===== config.mk =====
export PLATFORM = sky130hd
export DESIGN_NAME = spram_access_arbiter
export DESIGN_NICKNAME = d
export VERILOG_FILES = /design/src/rtl/spram_access_arbiter_pkg.sv /design/src/rtl/spram_access_arbiter_rr_arb2.sv /design/src/rtl/spram_access_arbiter.sv
export SDC_FILE = /design/constraint.sdc
export NUM_CORES = 1
export LEC_CHECK = 0
export CAP_MARGIN = 20
export CELL_PAD_IN_SITES_DETAIL_PLACEMENT = 1
export CELL_PAD_IN_SITES_GLOBAL_PLACEMENT = 1
export CORE_MARGIN = 4
export CORE_UTILIZATION = 26
export DETAILED_ROUTE_END_ITERATION = 8
export PLACE_DENSITY_LB_ADDON = 0.1
export SLEW_MARGIN = 40
export SYNTH_ARGS = -nofsm -noshare
export SYNTH_HDL_FRONTEND = slang
export SYNTH_SLANG_ARGS = --single-unit

===== constraint.sdc =====
create_clock -name clk -period 3.1 [get_ports clk]
set_clock_uncertainty 0.1 [all_clocks]
set_input_delay 0.62 -clock clk [delete_from_list [all_inputs] [get_ports clk]]
set_output_delay 0.62 -clock clk [all_outputs]
set_load 0.01 [all_outputs]

===== src/rtl/spram_access_arbiter_pkg.sv =====
// Shared grant encodings and parameter checks
// for the single-port RAM access arbiter.
package spram_access_arbiter_pkg;

  localparam int REQ_WR = 0;
  localparam int REQ_RD = 1;

  localparam logic [1:0] GNT_NONE = 2'b00;
  localparam logic [1:0] GNT_WR   = 2'b01;
  localparam logic [1:0] GNT_RD   = 2'b10;

  localparam int DEF_DATA_WIDTH = 32;
  localparam int DEF_ADDR_WIDTH = 6;

  function automatic bit rd_lat_ok(input int lat);
    return (lat >= 1) && (lat <= 4);
  endfunction

endpackage


===== src/rtl/spram_access_arbiter_rr_arb2.sv =====
// Two-requester arbiter, round-robin or write-first.
// req/gnt bit 0 = write, bit 1 = read; owns RR pointer.
module rr_arb2
  import spram_access_arbiter_pkg::*;
(
  input  logic       clk,
  input  logic       rst_n,
  input  logic [1:0] req,
  input  logic       fixed_pri,
  input  logic       accept,
  output logic [1:0] gnt
);

  // 1 = read was granted last; reset so read wins first tie
  logic last_rd;

  always_comb begin
    gnt = GNT_NONE;
    unique case (1'b1)
      (req == 2'b11):
        gnt = (fixed_pri || last_rd) ? GNT_WR : GNT_RD;
      (req == GNT_WR):
        gnt = GNT_WR;
      (req == GNT_RD):
        gnt = GNT_RD;
      default:
        gnt = GNT_NONE;
    endcase
  end

  always_ff @(posedge clk or negedge rst_n) begin
    if (!rst_n) begin
      last_rd <= 1'b0;
    end else if (accept) begin
      last_rd <= gnt[REQ_RD];
    end
  end

endmodule


===== src/rtl/spram_access_arbiter.sv =====
// Shares one single-port RAM between a writer and a reader.
// Ports: wr_*/rd_* requesters, ram_* registered command, busy.
module spram_access_arbiter
  import spram_access_arbiter_pkg::*;
#(
  parameter int P_DATA_WIDTH  = DEF_DATA_WIDTH,
  parameter int P_ADDR_WIDTH  = DEF_ADDR_WIDTH,
  parameter int P_RD_LATENCY  = 2,
  parameter int P_WR_PRIORITY = 0
) (
  input  logic                    clk,
  input  logic                    rst_n,
  input  logic                    wr_valid,
  output logic                    wr_ready,
  input  logic [P_ADDR_WIDTH-1:0] wr_addr,
  input  logic [P_DATA_WIDTH-1:0] wr_data,
  input  logic                    rd_valid,
  output logic                    rd_ready,
  input  logic [P_ADDR_WIDTH-1:0] rd_addr,
  output logic                    rd_rvalid,
  output logic [P_DATA_WIDTH-1:0] rd_rdata,
  output logic                    ram_en,
  output logic                    ram_we,
  output logic [P_ADDR_WIDTH-1:0] ram_addr,
  output logic [P_DATA_WIDTH-1:0] ram_din,
  input  logic [P_DATA_WIDTH-1:0] ram_dout,
  output logic                    busy
);

  if (!rd_lat_ok(P_RD_LATENCY)) begin : g_lat_chk
    $error("P_RD_LATENCY out of range 1..4");
  end

  logic [1:0] gnt;
  logic       accept;

  // read-valid bits: 1 cycle command + RAM latency
  logic [P_RD_LATENCY:0] rd_pipe;

  rr_arb2 u_arb (
    .clk       (clk),
    .rst_n     (rst_n),
    .req       ({rd_valid, wr_valid}),
    .fixed_pri (P_WR_PRIORITY != 0),
    .accept    (accept),
    .gnt       (gnt)
  );

  // no grant is visible while reset is held
  assign wr_ready = rst_n & gnt[REQ_WR];
  assign rd_ready = rst_n & gnt[REQ_RD];
  assign accept   = wr_ready | rd_ready;

  always_ff @(posedge clk or negedge rst_n) begin
    if (!rst_n) begin
      ram_en   <= 1'b0;
      ram_we   <= 1'b0;
      ram_addr <= '0;
      ram_din  <= '0;
      rd_pipe  <= '0;
    end else begin
      ram_en  <= accept;
      ram_we  <= wr_ready;
      rd_pipe <= {rd_pipe[P_RD_LATENCY-1:0], rd_ready};
      if (accept) begin
        ram_addr <= wr_ready ? wr_addr : rd_addr;
      end
      if (wr_ready) begin
        ram_din <= wr_data;
      end
    end
  end

  assign rd_rvalid = rd_pipe[P_RD_LATENCY];
  assign rd_rdata  = ram_dout;
  assign busy      = ram_en | (|rd_pipe);

endmodule

==> impl_results.md <==
* Status: completed
* FMAX at between 300 and 400 MHz
* First-pass GRT wire length at 8107 µm
* Final wirelength at 5012 µm
* Clock buffer count from CTS at 5
* Slew margin rel. at a little over 60%
* Core area at ~0.0077 mm²
* Final worst-path cycle share at around nine tenths
* Worst min path class: in2async
* Routability Congestion at 0.7422
* Area Growth Syn to Fin at 42.19%
* Synth Register Bits at 44
* Worst path slowest cell: clkdlybuf4s50_1
* Vias in the first global route at 1,481
* Die width at between 90 and 100 µm
* RSZ-0062 raised after global routing: no
* Total GRT Usage at 10.75%
* CTS tree: yes
* Post-synth cell types at 20
* Setup Crit Path Kind: in2out
* Initial Utilization at a little over a quarter
* Ys async rst share at 100.0%
* Row count at 32
* Post-layout net count at between 200 and 300
* Latest clock arrival within the worst-skew pair at 0.28 ns
* Cell Area, Synth at ~0.002 mm²
* ANT nets after route at 0
* DRC at 0
* Worst r2r src: u_arb.last_rd$_DFFE_PN0P_
* Worst Path Required at ~2.4 ns
* Initial antenna violation count at 0
* WHS at between 0.06 and 0.07 ns
* Drt initial violations at 22
* CTS sink count at 44
* Final setup fails at 0
* Finished Cell Area at slightly below 0.003 mm²
* CP cell instances: clkdlybuf4s50_1 > nand2_2 > nor2_4 > clkdlybuf4s50_1
* Synth top area share at a little over half
* Syn_area_per_cell at ~14 µm²
* Leakage power at 1.217 nW
* Post-CTS resize count at 0
* Top_reg_cell synth: dfrtp_1
* Count leader, synth: dfrtp_1
* Top cells by count, synth: 44 x dfrtp_1, 32 x buf_4, 29 x mux2_4
* Drt wl/cell at around 16 µm
* Number of flops mapped to enable cells by yosys at 0
* Chip height at 96.79 µm
* Post-synthesis instance total at about 150
* IO Port Bufs at 91
* Post-layout minimum cycle time at 2.740 ns
* Synth area leaders: dfrtp_1 54%, mux2_4 21%, buf_4 12%
* Final setup TNS at 0 ns
* Via count at roughly 1,300
* Gr ovfl total at 0
* WP buf/inv at 2
* CP max stage delay at ~0.57 ns
* Die area at between 0.009 and 0.01 mm²
* Crit path DAT at between 2 and 2.5 ns
* Drt pass-1 iters at 4
* Yosys warns at 0
* Delay-heaviest family, CP: buffers and inverters
* Max Transition Viols Final at 0
* Synth Net Count at between 200 and 250
* Share of layout cells above drive strength 1 at about a fifth
* Placed cell area at roughly 0.0028 mm²
* Pwr/cell area at around 590 mW/mm²
* Top cell type by total area after synthesis: dfrtp_1
* Clock transition at path regs at ~0.07 ns
* Clock Tree Buf Depth at 2
* Worst path most repeated cell: clkdlybuf4s50_1
* Seq/Total Area, Yosys at between 50% and 60%
* Largest net degree at the start of global routing at 42
* Final hold violations at 0
* Crit path from: wr_valid
* Clock tree root buffer cell: clkbuf_8
* # Max-Cap Violations at 0
* Worst-Margin Slew at slightly below 0.6 ns
* Vias per cell at 4.192
* N_diodes at 0
* I/O pin cnt at approximately 160
* Hpwl dp at between 3000 and 4000 µm
* Total power at about 1.7 mW
* H-tree depth at 2
* # Post-CTS Setup Buffers at 0
* Worst setup EP type: primary output
* CP startpoint kind: input pin
* Max IR drop VDD at about 0.16 mV
* Critical Path Fanout Max at 8
* CTS Hold Bufs at 0
cell usage in the layout (no fill, tap or decap), types with 2 or more instances in the layout:
cell	count
o21ai_0	7
nor2_1	6
buf_4	2
mux2_2	3
clkdlybuf4s50_1	90
mux2_4	29
dfrtp_1	44
nand3_1	6
nand2_1	2
a31oi_1	6
clkbuf_8	5
metrics by stage:
step / utilization, % / instances / setup slack, ns
detailed placement: 36.62 / 306 / 0.3280
CTS: 37.91 / 312 / 0.3238
global placement: 36.62 / 306 / 0.3718
floorplan: - / 148 / 1.278
global route: 37.91 / 312 / 0.2758
finish: 37.91 / 312 / 0.3596
metal layers:
layer | track usage [%] | vias to the layer above | part of all wire, %
li1 | - | 593 | -
met1 | 13.04 | 620 | 43
met2 | 17.57 | 75 | 47
met3 | 3.605 | 20 | 7.5
met4 | 4.212 | 0 | 2.3
met5 | 0 | - | 0
area by class of cell:
| type | instances | area, µm² |
|---|---|---|
| tap | 102 | 127.6 |
| clock buffer | 5 | 68.82 |
| multi-input combinational | 67 | 665.6 |
| sequential | 44 | 1101 |
| fill | 836 | 4773 |
| clock inverter | 1 | 30.03 |
| timing repair buffer | 93 | 920.9 |
final timing paths:
check | end | slack (ns) | depth (start not counted)
max | wr_ready | 0.36 | 4
min | ram_addr[0]$_DFFE_PN0P_ | 0.06 | 1
max reg2reg | ram_din[27]$_DFFE_PN0P_ | 1.37 | 4
min reg2reg | rd_pipe[2]$_DFF_PN0_ | 0.27 | 0
max in group asynchronous | ram_we$_DFF_PN0_ | 2.09 | 2
min in group clk | rd_pipe[2]$_DFF_PN0_ | 0.27 | 0
flip-flops by register name, indices dropped and copies added, names as in the netlist:
register,cells
rd_pipe,3
ram_din,32
ram_en,1
ram_we,1
u_arb.last_rd,1
ram_addr,6
kinds of logic after synthesis:
family / after synthesis / synth area share, %
buffers and inverters: 37 / 13.80
multiplexers: 32 / 22.89
AO/OA/AOI/OAI: 15 / 4.151
flip-flops: 44 / 53.72
AND/OR/NAND/NOR: 20 / 5.434
worst register-to-register path, cell delays in order (launching register included):
cell and delay, ns:
dfrtp_1 0.45, nor2b_4 0.09, nor2_4 0.09, buf_4 0.49, mux2_2 0.41
power by group:
| group | internal, mW | switching (mW) | total (mW) | leakage (nW) |
|---|---|---|---|---|
| logic | 0.377 | 0.187 | 0.564 | 0.647 |
| clock network | 0.231 | 0.176 | 0.408 | 0.0501 |
| registers | 0.686 | 0.0674 | 0.754 | 0.520 |
Note: power is estimated with default switching activity, not from simulation.
